[src/rtl/shift_io_ctrl.sv]
// -----------------------------------------------------------------------------
// shift_io_ctrl
//   Full-duplex serial I/O controller for a 74HC165 (parallel-in) chain and a
//   74HC595 (parallel-out) chain that share one shift clock. Each transfer
//   parallel-loads the 165s, clocks NBIT bits out of Wr_Data_I and NBIT bits in
//   from Ser_I, strobes the 595 storage latch and publishes the word read back.
//   Transfers start on Start_I or on an optional periodic scan tick.
//
// Parameters
//   NBIT        chain length in bits (>=1)
//   CLKDIV      Clk_I cycles per serial-clock half period (>=1)
//   SCAN_PERIOD Clk_I cycles between automatic transfers (0 disables)
//
// Ports
//   Clk_I      system clock, rising edge
//   Rst_I      asynchronous active-high reset
//   Start_I    transfer request, honoured only while idle
//   Wr_Data_I  word shifted out to the 595 chain (MSB first)
//   Ser_I      serial data from the 165 QH pin
//   SClk_O     shared shift clock
//   SH_LD_O    165 SH/LD (0 = parallel load, 1 = shift)
//   Ser_O      serial data to the 595 SER pin
//   RClk_O     595 storage latch strobe
//   Rd_Data_O  last word read from the 165 chain
//   Busy_O     high whenever a transfer is in progress
//   Done_O     one-cycle completion pulse
// -----------------------------------------------------------------------------
module shift_io_ctrl #(
  parameter int NBIT        = 8,
  parameter int CLKDIV      = 4,
  parameter int SCAN_PERIOD = 1000
) (
  input  logic            Clk_I,
  input  logic            Rst_I,
  input  logic            Start_I,
  input  logic [NBIT-1:0] Wr_Data_I,
  input  logic            Ser_I,
  output logic            SClk_O,
  output logic            SH_LD_O,
  output logic            Ser_O,
  output logic            RClk_O,
  output logic [NBIT-1:0] Rd_Data_O,
  output logic            Busy_O,
  output logic            Done_O
);

  localparam int DW = (CLKDIV > 1) ? $clog2(CLKDIV) : 1;
  localparam int BW = (NBIT > 1) ? $clog2(NBIT) : 1;
  localparam int SW = (SCAN_PERIOD > 1) ? $clog2(SCAN_PERIOD) : 1;

  localparam logic [DW-1:0] DIV_LAST  = DW'(CLKDIV - 1);
  localparam logic [BW-1:0] BIT_LAST  = BW'(NBIT - 1);
  localparam logic [SW-1:0] SCAN_LAST = SW'((SCAN_PERIOD > 0) ? SCAN_PERIOD - 1 : 0);
  localparam bit            SCAN_EN   = (SCAN_PERIOD > 0);

  typedef enum logic [2:0] {
    S_IDLE,
    S_LOAD,
    S_SHIFT,
    S_LATCH,
    S_DONE
  } state_t;

  state_t          state_q, state_d;
  logic [DW-1:0]   div_q, div_d;
  logic [BW-1:0]   bit_q, bit_d;
  logic            phase_q, phase_d;   // 0 = low half of a slot, 1 = high half
  logic [NBIT-1:0] tx_q, tx_d;
  logic [NBIT-1:0] rx_q, rx_d;
  logic [NBIT-1:0] rd_q, rd_d;
  logic [SW-1:0]   scan_q, scan_d;
  logic            pend_q, pend_d;     // scan tick that arrived while busy

  logic            sclk_q, shld_q, rclk_q, busy_q, done_q;

  logic            div_end;
  logic            scan_hit;

  assign div_end  = (div_q == DIV_LAST);
  assign scan_hit = SCAN_EN && (scan_q == SCAN_LAST);

  always_comb begin
    state_d = state_q;
    div_d   = div_q;
    bit_d   = bit_q;
    phase_d = phase_q;
    tx_d    = tx_q;
    rx_d    = rx_q;
    rd_d    = rd_q;
    pend_d  = pend_q;

    if (!SCAN_EN || scan_hit) begin
      scan_d = '0;
    end else begin
      scan_d = scan_q + 1'b1;
    end
    if (scan_hit && (state_q != S_IDLE)) begin
      pend_d = 1'b1;
    end

    case (state_q)
      S_IDLE: begin
        div_d   = '0;
        bit_d   = '0;
        phase_d = 1'b0;
        // Start, a fresh tick and a held-over tick all collapse into one transfer.
        if (Start_I || scan_hit || pend_q) begin
          tx_d    = Wr_Data_I;
          pend_d  = 1'b0;
          scan_d  = '0;
          state_d = S_LOAD;
        end
      end

      S_LOAD: begin
        if (div_end) begin
          div_d   = '0;
          state_d = S_SHIFT;
        end else begin
          div_d = div_q + 1'b1;
        end
      end

      S_SHIFT: begin
        if (!div_end) begin
          div_d = div_q + 1'b1;
        end else begin
          div_d = '0;
          if (!phase_q) begin
            // Last low cycle: QH is settled, capture it before the rising edge.
            rx_d    = rx_q << 1;
            rx_d[0] = Ser_I;
            phase_d = 1'b1;
          end else begin
            // End of high half: advance the next TX bit onto Ser_O.
            tx_d    = tx_q << 1;
            phase_d = 1'b0;
            if (bit_q == BIT_LAST) begin
              bit_d   = '0;
              state_d = S_LATCH;
            end else begin
              bit_d = bit_q + 1'b1;
            end
          end
        end
      end

      S_LATCH: begin
        if (div_q == '0) begin
          rd_d = rx_q;
        end
        if (div_end) begin
          div_d   = '0;
          state_d = S_DONE;
        end else begin
          div_d = div_q + 1'b1;
        end
      end

      S_DONE: begin
        state_d = S_IDLE;
      end

      default: begin
        state_d = S_IDLE;
      end
    endcase
  end

  // State and datapath registers; pin strobes are registered from the next
  // state so every external control line comes straight off a flop.
  always_ff @(posedge Clk_I or posedge Rst_I) begin
    if (Rst_I) begin
      state_q <= S_IDLE;
      div_q   <= '0;
      bit_q   <= '0;
      phase_q <= 1'b0;
      tx_q    <= '0;
      rx_q    <= '0;
      rd_q    <= '0;
      scan_q  <= '0;
      pend_q  <= 1'b0;
      sclk_q  <= 1'b0;
      shld_q  <= 1'b1;
      rclk_q  <= 1'b0;
      busy_q  <= 1'b0;
      done_q  <= 1'b0;
    end else begin
      state_q <= state_d;
      div_q   <= div_d;
      bit_q   <= bit_d;
      phase_q <= phase_d;
      tx_q    <= tx_d;
      rx_q    <= rx_d;
      rd_q    <= rd_d;
      scan_q  <= scan_d;
      pend_q  <= pend_d;
      sclk_q  <= (state_d == S_SHIFT) && phase_d;
      shld_q  <= (state_d != S_LOAD);
      rclk_q  <= (state_d == S_LATCH);
      busy_q  <= (state_d != S_IDLE);
      done_q  <= (state_d == S_DONE);
    end
  end

  assign SClk_O    = sclk_q;
  assign SH_LD_O   = shld_q;
  assign RClk_O    = rclk_q;
  assign Busy_O    = busy_q;
  assign Done_O    = done_q;
  assign Ser_O     = tx_q[NBIT-1];
  assign Rd_Data_O = rd_q;

endmodule

[config.mk]
export PLATFORM = sky130hd
export DESIGN_NAME = shift_io_ctrl
export DESIGN_NICKNAME = d
export VERILOG_FILES = /design/src/rtl/shift_io_ctrl.sv
export SDC_FILE = /design/constraint.sdc
export NUM_CORES = 1
export LEC_CHECK = 0
export ABC_AREA = 1
export ABC_CLOCK_PERIOD_IN_PS = 1800
export CORE_MARGIN = 2
export CORE_UTILIZATION = 59
export DETAILED_ROUTE_END_ITERATION = 8
export DONT_BUFFER_PORTS = 1
export PLACE_DENSITY = 0.73
export SLEW_MARGIN = 10
export SYNTH_ARGS = -nofsm -noshare
export SYNTH_HDL_FRONTEND = slang
export SYNTH_SLANG_ARGS = --single-unit
[constraint.sdc]
create_clock -name Clk_I -period 1.8 [get_ports Clk_I]
set_input_delay 0.18 -clock Clk_I [delete_from_list [all_inputs] [get_ports Clk_I]]
set_output_delay 0.18 -clock Clk_I [all_outputs]
set_load 0.01 [all_outputs]
==> out/metrics.csv <==
stage,metric,value,unit
sta,fin crit period,1.51,ns
power_and_ir_drop,Pwr Density,739,nW/um^2
sta,"Worst Setup Slack, final",0.290,ns
layout,Multi-input gate area,892,sq um
place,Final GP Congestion,0.829,
yosys,"FF+latch count, synth",49,
power_and_ir_drop,proportion of power drawn by the clock network,0.350,
yosys,register area share after synthesis,0.539,
yosys,cell count after synthesis,253,
layout,layout cells sized above 1,0.146,
setup_path,CP max FO,12,
worst_hold_path,HP Class,primary input to flip-flop,
drt,first-pass iteration count of the detailed router,4,
drt,final wirelength,3.87,mm
setup_path,WP data arrival,1.69,ns
die,die area,4380,sq um
power_and_ir_drop,Pint,1.39,mW
yosys,Synth area leaders,"dfrtp_1 (53%), nand2_1 (12%), nand3_1 (4.4%)",
sta,Slew Limit Fails,0,
run_status,status,"finished, final reports clean",
layout,layout filler cell count,320,
global_route,largest net degree at the start of global routing,26,
global_route,global-route wire length before repair,6.89,mm
sta,setup tns final,0,ns
power_and_ir_drop,switching pwr,0.392,mW
clocking,worst skew pair latency,0.30,ns
global_route,Overflow after GRT,0,
sta,period utilization,0.839,
yosys,most area-hungry cell type in the Yosys netlist,dfrtp_1,
die,DIE HEIGHT,66.1,microns
place,pre-CTS setup slack,0.304,ns
place,# port buffers,0,
yosys,post-synthesis simple-gate area fraction,0.254,
clocking,CTS tree,done,
setup_path,"Req. time, crit path",1.98,ns
power_and_ir_drop,net switching fraction of the power,0.220,
yosys,area share of fa/ha/maj cells after synthesis,0.0329,
sta,FMAX,662,MHz
yosys,yosys warns,0,
sta,Setup Viol. Count Final,0,
drt,vias per cell,5.07,
clocking,post-CTS setup buffers,0,
sta,Hold Fails Final Rpt,0,
place,hpwl dp,2.84,mm
sta,RSZ-0062 raised after global routing,no,
job,Max Cap Violations,0,
layout,n_diodes,0,
yosys,largest family of logic cells by synthesized area,simple AND/OR/NAND/NOR gates,
drt,DR DRC count,0,
die,core area,3690,sq um
sta,final hold slack,0.0361,ns
clocking,htree depth,2,
yosys,Synth Area in Compound Gates,0.0857,
layout,Sequential cell area,1230,sq um
power_and_ir_drop,combinational share of power,0.024,
power_and_ir_drop,Worst VDD drop,0.409,mV
clocking,clock-pin slew on the worst setup and hold paths,0.08,ns
drt,via count,1563,
die,Initial Utilization,0.618,
clocking,Clock Path Buffers,2,
global_route,overall global routing resource usage,0.208,
sta,Worst-Margin Slew,0.504,ns
clocking,Clock Sinks,49,
clocking,Num CTS Buffers,5,
power_and_ir_drop,total power,1.78,mW
global_route,initial antenna violation count,0,
clocking,clock root buffer,clkbuf_8,
yosys,mux share of post-synthesis cell area,0,
global_route,vias in the first global route,1556,
yosys,Synth Area in XOR/XNOR,0.0192,
drt,First DRT Iteration DRCs,98,
setup_path,Critical Path End Type,flip-flop,
drt,average wire per standard cell,12.6,microns
sta,Final Skew,0.00582,ns
yosys,Mean Syn Cell Area,9.01,sq um
die,# IOs,26,
clocking,Post-CTS Resized,0,
yosys,Synth top area share,0.527,
power_and_ir_drop,leak pwr,1.25,nW
yosys,Netlist cell types,29,
drt,Antenna Violating Nets Remaining,0,
layout,Synth-to-Final Area Change,5.55,%
layout,Final nets,277,
yosys,Synthesized Nets,271,
setup_path,Critical Path Start Type,flip-flop,
power_and_ir_drop,Reg power frac,0.626,
yosys,cell area after synthesis,2280,sq um
sta,worst relative slew slack,0.663,
setup_path,Crit Path Category,flip-flop to flip-flop,
die,Row Count,22,
die,Die Wd,66.1,microns
[synth_stat cells]
cell / count
buf_4: 1
o22ai_1: 1
nand2_1: 73
dfrtp_1: 48
nor3_1: 3
xor2_1: 5
a21oi_1: 4
a21oi_2: 2
buf_6: 4
nand4_1: 2
o22ai_2: 1
o21ai_0: 4
nor3_2: 1
o21ai_1: 8
clkinv_2: 1
ha_1: 6
nand2_2: 5
inv_1: 25
a31o_2: 1
nor2_1: 22
o21ai_2: 8
nor2_4: 1
nand2_4: 1
nor2_2: 1
inv_2: 2
dfstp_2: 1
nand3_1: 20
nand3_4: 1
nor4_1: 1
[kinds of logic (layout without fill, tap and decap cells)]
family                   count (synthesis)  after routing
AND/OR/NAND/NOR                        131            131
XOR/XNOR                                 5              5
AO/OA/AOI/OAI                           29             29
buffers and inverters                   33             40
flip-flops                              49             49
adder cells (fa/ha/maj)                  6              6
[worst max-delay path, cell delays in order (launching register included)]
cell,delay (ns)
dfrtp_1,0.36
ha_1,0.31
nand2_1,0.08
inv_1,0.05
nand2_1,0.09
nand2_2,0.24
nand2_4,0.12
nand2_1,0.07
nand2_1,0.05
[final cells by class]
type                            count  share of cell area
Timing Repair Buffer                4              0.0135
Multi-Input combinational cell    171               0.371
Tap cell                           48              0.0250
Sequential cell                    49               0.510
Clock inverter                      3             0.00728
Clock buffer                        5              0.0286
Inverter                           28              0.0442
[cell usage in the layout, fill, tap and decap left out, types with 2 or more instances in the layout]
cell type and count:
xor2_1 5, o21ai_1 8, o21ai_2 8, clkbuf_8 5, nand2_1 73, clkinv_2 3, a21oi_2 2, nor3_1 3
nor2_1 22, nand4_1 2, buf_4 3, inv_2 3, dfrtp_1 48, ha_1 6, a21oi_1 4, inv_1 24
nand2_2 5, nand3_1 20, o21ai_0 4
[state kept, by name (all words and copies together) (netlist names)]
register   count
Done_O         1
tx_q           8
SClk_O         1
Rd_Data_O      8
phase_q        1
SH_LD_O        1
Busy_O         1
RClk_O         1
div_q          2
pend_q         1
bit_q          3
scan_q        10
rx_q           8
state_q        3
[worst paths after layout]
kind                       startpoint      endpoint  slack, ns  cells past startpoint
setup / recovery             div_q[0]       tx_q[6]       0.29                      8
hold / removal                  Ser_I       rx_q[0]       0.04                      2
setup reg to reg             div_q[0]       tx_q[6]       0.29                      8
hold reg to reg               tx_q[4]       tx_q[4]       0.48                      2
max in group asynchronous       Rst_I      bit_q[1]       0.87                      3
min in group asynchronous       Rst_I  Rd_Data_O[6]       0.37                      2
[power groups by stage]
stage                     clock [mW]  sequential [mW]  combinational (mW)
final                          0.622             1.11              0.0433
after detailed placement           0             1.13              0.0442
after global placement             0             1.13              0.0424
after CTS                      0.654             1.11              0.0458
after floorplan                    0             1.13              0.0312
after global routing           0.695             1.11              0.0526
[what timing repair did]
item / 4_1_cts / 5_1_grt
endpoints found under the setup margin: 0 / 0
hold buffers: 1 / 0
endpoints found under the hold margin: 22 / 0
[stage by stage]
step / utilization / cells / area, sq um
after floorplan: - / 253 / 2280
after global placement: 0.626 / 299 / 2310
after detailed placement: 0.626 / 299 / 2310
after CTS: 0.652 / 308 / 2400
after global routing: 0.652 / 308 / 2400
final: 0.652 / 308 / 2400
[per-layer routing]
metal | global-route usage | part of all wire | vias up
li1 | - | - | 814
met1 | 0.277 | 0.49 | 727
met2 | 0.336 | 0.48 | 22
met3 | 0.0528 | 0.031 | 0
met4 | 0.0612 | 0 | 0
met5 | 0 | 0 | -
(Power assumes the default switching activity.)
